## src/rtl/RV32I_definitions.sv

```systemverilog
// Shared RV32I definitions used by the data-memory path.
// Contents:
//   dmem_arb_state_t  - arbiter FSM states (normal arbitration / port-1 locked)
//   DMEM_ARB_PORTS    - number of requesters sharing the data-memory port
//   dmem_word_addr()  - byte address to word-aligned RAM address
package RV32I_definitions;

  typedef enum logic {ARB_NORMAL, ARB_LOCK1} dmem_arb_state_t;

  localparam int DMEM_ARB_PORTS = 2;

  function automatic logic [31:0] dmem_word_addr(input logic [31:0] byte_addr);
    return {byte_addr[31:2], 2'b00};
  endfunction

endpackage

```

## src/rtl/dmem_arb_starve_cnt.sv

```systemverilog
// Port-1 starvation guard for dmem_arbiter.
// Counts consecutive cycles that port 1 has a request pending without being
// granted, saturating at STARVE_LIMIT, and raises force_gnt once the limit is
// reached while the request is still present.
// Ports:
//   Clk, Reset_n    clock, synchronous active-low reset
//   req1_valid      port-1 request present
//   req1_gnt        port 1 granted this cycle (grant implies a transfer)
//   force_gnt       port 1 must win arbitration this cycle
module dmem_arb_starve_cnt #(
  parameter int STARVE_LIMIT = 8
) (
  input  logic Clk,
  input  logic Reset_n,
  input  logic req1_valid,
  input  logic req1_gnt,
  output logic force_gnt
);

  localparam logic [7:0] LIMIT = 8'(STARVE_LIMIT);

  logic [7:0] starve_cnt;

  always_ff @(posedge Clk) begin
    if (!Reset_n) begin
      starve_cnt <= 8'd0;
    end else if (!req1_valid || req1_gnt) begin
      starve_cnt <= 8'd0;
    end else if (starve_cnt != LIMIT) begin
      starve_cnt <= starve_cnt + 8'd1;
    end
  end

  // Depends only on the registered count, so the grant path stays loop-free.
  assign force_gnt = req1_valid && (starve_cnt == LIMIT);

endmodule

```

## src/rtl/dmem_arbiter.sv

```systemverilog
// Two-port arbiter in front of the single synchronous-read data RAM.
// Port 0 (pipeline memory stage) has fixed priority over port 1 (boot loader /
// debug). Port 1 may lock the RAM for up to LOCK_MAX further beats. Read data
// returns one cycle after the transfer on the port that issued the read.
// Optional feature: define DMEM_ARB_STARVE_GUARD_EN to bound port-1 wait time
// to STARVE_LIMIT cycles via a forced grant; otherwise pure fixed priority.
// Ports:
//   Clk, Reset_n                      clock, synchronous active-low reset
//   reqN_valid / reqN_ready           request handshake, ready = grant
//   reqN_addr / _wr_byte_en / _wr_data request payload (byte_en 0 = read)
//   req1_lock                         keep port 1 owning the RAM
//   rspN_valid / rspN_rd_data         read response, zero when not valid
//   mem_*                             RAM port, mem_rd_data one cycle after mem_en
module dmem_arbiter
  import RV32I_definitions::*;
#(
  parameter int STARVE_LIMIT = 8,
  parameter int LOCK_MAX     = 4
) (
  input  logic        Clk,
  input  logic        Reset_n,
  input  logic        req0_valid,
  output logic        req0_ready,
  input  logic [31:0] req0_addr,
  input  logic [3:0]  req0_wr_byte_en,
  input  logic [31:0] req0_wr_data,
  input  logic        req1_valid,
  output logic        req1_ready,
  input  logic [31:0] req1_addr,
  input  logic [3:0]  req1_wr_byte_en,
  input  logic [31:0] req1_wr_data,
  input  logic        req1_lock,
  output logic        rsp0_valid,
  output logic [31:0] rsp0_rd_data,
  output logic        rsp1_valid,
  output logic [31:0] rsp1_rd_data,
  output logic        mem_en,
  output logic [31:0] mem_addr,
  output logic [3:0]  mem_wr_byte_en,
  output logic [31:0] mem_wr_data,
  input  logic [31:0] mem_rd_data
);

  localparam int         OWNER_W   = $clog2(DMEM_ARB_PORTS);
  localparam logic [3:0] LOCK_LAST = 4'(LOCK_MAX - 1);

  dmem_arb_state_t      state;
  logic [3:0]           beat_cnt;
  logic                 rd_pending;
  logic [OWNER_W-1:0]   rd_owner;
  logic                 gnt0;
  logic                 gnt1;
  logic                 force_gnt;
  logic                 rd_xfer;

  // The RAM is word addressed; byte offsets are dropped on the way out.
  wire unused_addr_lsbs = ^{req0_addr[1:0], req1_addr[1:0]};

`ifdef DMEM_ARB_STARVE_GUARD_EN
  dmem_arb_starve_cnt #(
    .STARVE_LIMIT (STARVE_LIMIT)
  ) u_starve_cnt (
    .Clk        (Clk),
    .Reset_n    (Reset_n),
    .req1_valid (req1_valid),
    .req1_gnt   (gnt1),
    .force_gnt  (force_gnt)
  );
`else
  // Without the guard the limit has no effect and port 1 can starve.
  wire unused_starve_limit = ^8'(STARVE_LIMIT);
  assign force_gnt = 1'b0;
`endif

  // Grants are held low while reset is asserted so the RAM sees no access.
  always_comb begin
    gnt0 = 1'b0;
    gnt1 = 1'b0;
    if (Reset_n) begin
      if (state == ARB_LOCK1) begin
        gnt1 = req1_valid;
      end else if (req0_valid && !force_gnt) begin
        gnt0 = 1'b1;
      end else begin
        gnt1 = req1_valid;
      end
    end
  end

  assign req0_ready = gnt0;
  assign req1_ready = gnt1;

  // With no grant, address and data follow port 0; enables stay low.
  assign mem_en         = gnt0 | gnt1;
  assign mem_addr       = gnt1 ? dmem_word_addr(req1_addr) : dmem_word_addr(req0_addr);
  assign mem_wr_data    = gnt1 ? req1_wr_data : req0_wr_data;
  assign mem_wr_byte_en = gnt0 ? req0_wr_byte_en : (gnt1 ? req1_wr_byte_en : 4'b0000);

  assign rd_xfer = mem_en && (mem_wr_byte_en == 4'b0000);

  always_ff @(posedge Clk) begin
    if (!Reset_n) begin
      state      <= ARB_NORMAL;
      beat_cnt   <= 4'd0;
      rd_pending <= 1'b0;
      rd_owner   <= '0;
    end else begin
      rd_pending <= rd_xfer;
      if (rd_xfer) begin
        rd_owner <= OWNER_W'(gnt1);
      end
      case (state)
        ARB_NORMAL: begin
          if (gnt1 && req1_lock) begin
            state    <= ARB_LOCK1;
            beat_cnt <= 4'd0;
          end
        end
        ARB_LOCK1: begin
          if (!req1_valid) begin
            state <= ARB_NORMAL;
          end else begin
            beat_cnt <= beat_cnt + 4'd1;
            // Leave on the beat that brings the count up to LOCK_MAX.
            if (!req1_lock || (beat_cnt == LOCK_LAST)) begin
              state <= ARB_NORMAL;
            end
          end
        end
        default: state <= ARB_NORMAL;
      endcase
    end
  end

  // Response stage: RAM data lands one cycle after the read transfer.
  assign rsp0_valid   = rd_pending && (rd_owner == OWNER_W'(0));
  assign rsp1_valid   = rd_pending && (rd_owner == OWNER_W'(1));
  assign rsp0_rd_data = rsp0_valid ? mem_rd_data : 32'd0;
  assign rsp1_rd_data = rsp1_valid ? mem_rd_data : 32'd0;

endmodule

```

## config.mk

```make
export PLATFORM = sky130hd
export DESIGN_NAME = dmem_arbiter
export DESIGN_NICKNAME = d
export VERILOG_FILES = /design/src/rtl/RV32I_definitions.sv /design/src/rtl/dmem_arb_starve_cnt.sv /design/src/rtl/dmem_arbiter.sv
export SDC_FILE = /design/constraint.sdc
export NUM_CORES = 1
export LEC_CHECK = 0
export CORE_AREA = 2 2 121 123
export DETAILED_ROUTE_END_ITERATION = 10
export DIE_AREA = 0 0 123 125
export RECOVER_POWER = 25
export SYNTH_ARGS = -nofsm -noshare
export SYNTH_HDL_FRONTEND = slang
export SYNTH_SLANG_ARGS = --single-unit
```

## constraint.sdc

```tcl
create_clock -name Clk -period 1.9 [get_ports Clk]
set_input_delay 0.19 -clock Clk [delete_from_list [all_inputs] [get_ports Clk]]
set_output_delay 0.19 -clock Clk [all_outputs]
set_load 0.005 [all_outputs]
```

# == Yosys cells after proc, flatten, opt, wreduce, memory -nomap -nowiden ==
# Cells that the tools add are included.
# totals
ff_bits,7
inputBits,173
out_inout_bits,137
# classes
n_addsub,1
n_eq_ne,3
n_mux,19
n_bitwise,3
reduce_logical,8
# ops
cell,count
$mux 32,4
$mux 4,4
$mux 1,9
$pmux 4 s2,1
$add 4x1->4 const B,1
$eq 4x2->1 const B,1
$logic_and 1x1->1,4
$logic_not 4->1,1
$ne 2x2->1 const B,2
$not 1->1,2
$pmux 1 s2,1
$reduce_and 2->1,1
$logic_not 1->1,1
$logic_or 1x1->1,1
$or 1x1->1,1

# == Longest topological paths before layout ==
# Gate-level depths: netlist of run 1.
# depth
word_depth,7
mapped_depth,6
depth_no_buf,4

# == Worst setup path after synthesis of run 1 ==
# Ideal clock, no wire load.
# synth_timing
path_kind,register to output
start,register state
end,output port mem_addr[10]
t_arrival_ps,1338
setup_slack_ps,372
path_stages_with_launch,7
path_buffers,3
path_cell_list,dfxtp_1 buf_6 nand2b_4 and3_4 buf_12 buf_12 mux2_4
# synth_via
elab_chain_cells,3
# synth_rtl
element,line_no,rtl
"start, declared",dmem_arbiter.sv:47,dmem_arb_state_t state;
"start signal, assigned",dmem_arbiter.sv:103,state <= ARB_NORMAL;
"start signal, assigned",dmem_arbiter.sv:115,state <= ARB_LOCK1;
"start signal, assigned",dmem_arbiter.sv:121,state <= ARB_NORMAL;
$mux 1,dmem_arbiter.sv:80,if (state == ARB_LOCK1) begin
$mux 1,dmem_arbiter.sv:79,if (Reset_n) begin
$mux 32,dmem_arbiter.sv:95,assign mem_addr = gnt1 ? dmem_word_addr(req1_addr) : dmem_word_addr(req0_addr);
"end, declared",dmem_arbiter.sv:38,"output logic [31:0] mem_addr,"
# No other way between the ends.

# == Worst setup path after layout of run 1 ==
# layout_timing
start,register state
end,output port mem_wr_data[22]
# layout_via
elab_chain_cells,3
# layout_rtl
element,line_no,rtl
$mux 1,dmem_arbiter.sv:80,
$mux 1,dmem_arbiter.sv:79,
$mux 32,dmem_arbiter.sv:96,assign mem_wr_data = gnt1 ? req1_wr_data : req0_wr_data;
"end, declared",dmem_arbiter.sv:40,"output logic [31:0] mem_wr_data,"
# No other way between the ends.

==> results.json, run 1 <==
{
  "ys_ff_latch": 7,
  "drive_gt1_share_pct": 30.3,
  "place_congestion": 0.794,
  "seq_area_um2": 141,
  "timing.final.ws_setup_ns": -0.00476,
  "place_hpwl_um": 9910,
  "grt_pass1_wl_um": 16800,
  "final_common_cell": "clkdlybuf4s50_1",
  "nNetsFinal": 707,
  "hold_violations": 0,
  "nFillCells": 1396,
  "cts_root_buffer": "clkbuf_16",
  "pre_cts_ws_ns": -0.362,
  "critPathMaxFanout": 5,
  "cp-end-kind": "output pin",
  "p_switching_uw": 325,
  "ys_seq_area_share_pct": 7.05,
  "path_buf_inv": 4,
  "clk_pin_slew_ns": 0.04,
  "clock_sinks": 7,
  "cp_cell_sequence": "nand2b_4, and3_4, buf_8, buf_8, buf_12, mux2_4, buf_6",
  "start_kind": "flop",
  "wirelength_um": 11900,
  "crit_start": "state",
  "grt_util_met3_pct": 3.19,
  "worstSkewPairLatency_ns": 0.23,
  "fin_tns_setup_ns": -0.0149,
  "cpPeakStageDelay_ns": 0.31,
  "die_area_um2": 15400,
  "min_path_type": "in -> reg",
  "cp.required_ns": 1.71,
  "die_h_um": 125,
  "violations": "setup timing",
  "max_clock_freq_mhz": 525,
  "netlist_area_um2": 1990,
  "avgSynthCellArea_um2": 9.70,
  "drv_cap": 0,
  "timing.hold.ws_ns": 0.378,
  "crit_top_cell": "buf_8",
  "vias": 2883,
  "syn_inst": 205,
  "powerDensity_nw_per_um2": 256,
  "firstDrtPassIters": 4,
  "grt_usage_pct": 14.2,
  "worstHoldStart": "Reset_n",
  "met2_usage_pct": 28.0,
  "cts_max_level": 1,
  "grt_pass1_vias": 3030,
  "grt-busiest-layer": "met2",
  "vdd_ir_drop_max_mv": 0.189,
  "dpl_cell_area_um2": 5190,
  "p_seq_share_pct": 10.7,
  "drt_iter0_markers": 45,
  "finalInstanceArea_um2": 5510,
  "portBuffers": 303,
  "internal_power_uw": 1080,
  "start_util_pct": 14.0,
  "grt_overflow_total": 0,
  "ys_types": 32,
  "area_growth_pct": 177,
  "wl_per_cell_um": 16.6,
  "clockPowerShare_pct": 25.6,
  "io_pins": 310,
  "holdBufCountCts": 0,
  "clock_path_buffers": 2,
  "path_class": "reg -> out",
  "drc": 0,
  "power_leakage_uw": 0.00243,
  "mostFrequentLayoutCells": "230 x clkdlybuf4s50_1, 58 x mux2_4, 40 x buf_6, 34 x and2_1, 32 x and3_1",
  "period_share_pct": 100,
  "dieWidth_um": 123,
  "rsz0062_at_grt": "yes",
  "post-route-min-period_ns": 1.90,
  "gr-usage-met1_pct": 14.0,
  "core_um2": 14200,
  "comb_power_share_pct": 63.7,
  "multi_input_area_um2": 1630,
  "cp_top_family": "buffers and inverters",
  "rows": 44,
  "ant_nets": 0,
  "vias_per_cell": 4.02,
  "grt_max_degree": 34,
  "p_sw_share_pct": 23.1,
  "antenna_found_initial": 2,
  "cp.arrival_ns": 1.71,
  "slew_violations": 0,
  "setup_viol": 4,
  "status": "finished with violations",
  "r2r_start": "state",
  "cts_inserted_buffers": 3,
  "cpMaxStageDelayCell": "dfxtp_2",
  "power_uw": 1410,
  "skew_ns": 0.000815,
  "ys_warn_count": 0,
  "cts_tree": "done"
}
cell type report:
| class | count | area share, % |
|---|---|---|
| multi-input cells | 175 | 29.6 |
| flip-flops and latches | 7 | 2.56 |
| repair buffers | 345 | 62.0 |
| diodes | 2 | 0.0908 |
| inverters | 1 | 0.0681 |
| clock buffers | 4 | 1.43 |
| well taps | 184 | 4.18 |
sequential cells by signal, indices dropped and copies added (netlist names):
register	flops
beat_cnt	4
state	1
rd_owner	1
rd_pending	1
worst reg2reg max path, cell delays in order (launching register included):
cell     delay, ns
dfxtp_2       0.31
buf_4         0.15
and2b_2       0.25
buf_4         0.12
a21oi_1       0.05
a41o_2        0.23
power groups by stage:
stage | sequential [uW] | clock [uW] | combinational (uW)
finish | 151 | 361 | 897
CTS | 151 | 368 | 917
global placement | 153 | 0 | 875
global route | 151 | 380 | 959
floorplan | 153 | 0 | 277
detailed placement | 153 | 0 | 881
metal layers:
layer	wire, um	part of all wire (%)
met1	4150	35
met2	6150	52
met3	1200	10
met4	410	3.4
met5	0	0
Yosys cell counts:
cell	number	area, um^2
nand4b_1	2	17.5
clkbuf_2	1	5.00
or2b_2	1	8.76
ha_1	1	12.5
nand4_1	1	6.26
a21boi_0	5	37.5
nand3_1	7	35.0
a21oi_1	1	5.00
buf_12	7	140
a31o_2	1	8.76
conb_1	1	3.75
and3_1	32	200
o22ai_1	2	12.5
mux2_4	58	871
inv_1	1	3.75
o311a_1	1	10.0
nand2_1	11	41.3
and3_4	1	11.3
dfxtp_1	7	140
clkbuf_1	12	45.0
nand2b_4	1	13.8
mux2_2	4	45.0
nor2b_1	2	12.5
a31oi_1	1	6.26
and2_1	34	213
o221ai_1	1	8.76
buf_4	2	15.0
a41o_2	1	11.3
o21a_1	2	15.0
buf_6	1	11.3
nor4_1	2	12.5
and2b_2	1	8.76
logic make-up after synthesis:
group                      count (synthesis)  synth area share (%)
and+or+nand+nor                           95                  29.2
muxes                                     62                  46.1
buffers and inverters                     24                  11.1
AOI/OAI and AO/OA                         15                  5.79
DFF                                        7                  7.05
adders and majority gates                  1                 0.629
other                                      1                 0.189
worst paths after layout:
kind / to / slack (ns) / cells after the start
worst max-delay path: mem_wr_data[22] / -0.005 / 7
worst min-delay path: beat_cnt[2] / 0.38 / 3
worst max register to register: rd_owner / 0.68 / 5
worst min register to register: beat_cnt[0] / 0.48 / 1
stage by stage:
stage          instances  utilization [%]
3_3_place_gp         685             36.5
4_1_cts              723             39.5
3_5_place_dp         685             36.5
2_1_floorplan        206                -
6_report             718             38.8
5_1_grt              718             38.8
timing repair:
item                       4_1_cts  5_1_grt
pin swaps                        1        0
cloned                           4        0
buffers inserted                31        1
setup endpoints to repair       68       71
gates resized for setup        234       41
(Power assumes the default switching activity.)
==> run 2, diff against run 1 <==
CELL_PAD_IN_SITES_DETAIL_PLACEMENT = 2   (was not set)
CELL_PAD_IN_SITES_GLOBAL_PLACEMENT = 2   (was not set)
CORE_AREA = not set   (was 2 2 121 123)
CORE_UTILIZATION = 10   (was not set)
DIE_AREA = not set   (was 0 0 123 125)
PLACE_DENSITY_LB_ADDON = 0.1   (was not set)
clock period = 2 ns   (was 1.9 ns; I/O delays follow)
==> run 2 against run 1 <==
The flow now finishes without violations. Setup slack better by 0.020 ns. Sequential cell count stayed put. Clock-buffer cell count stayed put. Sequential power is 5% lower. Clock skew is 0.00072 ns higher. Die area is 33% higher. Power is 6.5% lower. Wire length is 18% higher. Critical path type unchanged. Largest cell class unchanged. Highest routed layer unchanged.
==> results.json, run 2 (same netlist as run 1, synthesis figures left out) <==
{
  "cpMaxStageDelayCell": "dfxtp_2",
  "skew_ns": 0.00153,
  "grt_usage_pct": 12.8,
  "power_leakage_uw": 0.00240,
  "antenna_found_initial": 0,
  "cts_tree": "done",
  "portBuffers": 303,
  "path_class": "reg -> out",
  "clk_pin_slew_ns": 0.04,
  "pre_cts_ws_ns": -0.294,
  "rsz0062_at_grt": "yes",
  "start_util_pct": 10.2,
  "firstDrtPassIters": 3,
  "powerDensity_nw_per_um2": 240,
  "cts_inserted_buffers": 3,
  "grt_pass1_wl_um": 19600,
  "path_buf_inv": 5,
  "dpl_cell_area_um2": 5290,
  "drive_gt1_share_pct": 24.6,
  "cp_cell_sequence": "nand2b_4, and3_4, buf_12, buf_8, buf_12, buf_4, mux2_4, clkbuf_2",
  "timing.final.ws_setup_ns": 0.0149,
  "cp-end-kind": "output pin",
  "cts_root_buffer": "clkbuf_16",
  "die_h_um": 143,
  "vias": 2855,
  "cpPeakStageDelay_ns": 0.31,
  "holdBufCountCts": 0,
  "area_growth_pct": 177,
  "status": "finished clean",
  "largest_reg_flops": 4,
  "nFillCells": 2183,
  "start_kind": "flop",
  "power_uw": 1320,
  "rows": 51,
  "drv_cap": 0,
  "critPathMaxFanout": 7,
  "worstSkewPairLatency_ns": 0.23,
  "finalInstanceArea_um2": 5500,
  "drt_iter0_markers": 27,
  "period_share_pct": 99.3,
  "crit_top_cell": "buf_12",
  "largest_register": "beat_cnt",
  "vdd_ir_drop_max_mv": 0.274,
  "clock_sinks": 7,
  "wirelength_um": 14100,
  "place_hpwl_um": 11500,
  "grt_overflow_total": 0,
  "vias_per_cell": 3.63,
  "die_area_um2": 20400,
  "drc": 0,
  "ant_nets": 0,
  "post-route-min-period_ns": 1.99,
  "cp_top_family": "buffers and inverters",
  "io_pins": 310,
  "timing.hold.ws_ns": 0.495,
  "grt_max_degree": 35,
  "final_common_cell": "clkdlybuf4s50_1",
  "grt_pass1_vias": 3038,
  "max_clock_freq_mhz": 504,
  "wl_per_cell_um": 17.9,
  "utilization_pct": 28.2,
  "mostFrequentLayoutCells": "216 x clkdlybuf4s50_1, 58 x mux2_4, 34 x and2_1, 32 x and3_1, 26 x dlygate4sd2_1",
  "dieWidth_um": 143,
  "slew_violations": 0,
  "cts_max_level": 1,
  "core_um2": 19500,
  "hold_violations": 0,
  "clock_path_buffers": 2,
  "nNetsFinal": 696,
  "antenna_cells": 0,
  "min_path_type": "reg -> reg",
  "setup_viol": 0,
  "cp.arrival_ns": 1.79,
  "place_congestion": 0.715,
  "cp.required_ns": 1.80
}
==> run 2: worst reg2reg max path: stages (launching register included) <==
cell and delay [ns]:
dfxtp_2 0.31, nand2b_4 0.13, and3_4 0.18, buf_12 0.13, buf_6 0.15, buf_6 0.14, buf_4 0.12, o311a_1 0.11
==> run 2: where the power goes <==
| group | internal, uW | switching [uW] | total, uW |
|---|---|---|---|
| Combinational | 598 | 231 | 829 |
| Sequential | 142 | 1.09 | 143 |
| Clock | 266 | 80.6 | 346 |
| Total | 1010 | 313 | 1320 |
==> run 2: final timing paths <==
path | startpoint | to | slack [ns] | cells after the start
worst min-delay path | beat_cnt[0] | beat_cnt[0] | 0.50 | 1
worst min register to register | beat_cnt[0] | beat_cnt[0] | 0.50 | 1
worst max register to register | state | state | 0.61 | 7
worst max-delay path | state | mem_wr_data[1] | 0.01 | 8
==> run 2: what timing repair did <==
item,in CTS,in global routing
cloned,5,0
setup buffers,8,4
gates resized for setup,122,40
pin swaps,1,0
endpoints found under the setup margin,69,33
==> run 2: area by class of cell <==
| type | instances | area, um^2 | area share (%) |
|---|---|---|---|
| repair buffers | 334 | 3310 | 60.2 |
| multi-input cells | 175 | 1630 | 29.7 |
| well taps | 265 | 332 | 6.03 |
| flip-flops and latches | 7 | 141 | 2.57 |
| clock buffers | 4 | 78.8 | 1.43 |
| inverters | 1 | 3.75 | 0.0683 |
==> run 2: routing by layer <==
layer	up-vias	GRT usage, %	wire, um
met5	-	0	0
li1	1363	-	-
met1	1351	12.9	4890
met4	0	1.36	72
met3	6	2.52	1090
met2	135	26.9	8000
==> run 2: per-stage QoR <==
step | TNS [ns] | instances
floorplan | 0 | 206
detailed placement | -16.02 | 766
finish | 0 | 786
CTS | -1.44 | 783
global route | -0.183 | 786
global placement | -14.09 | 766
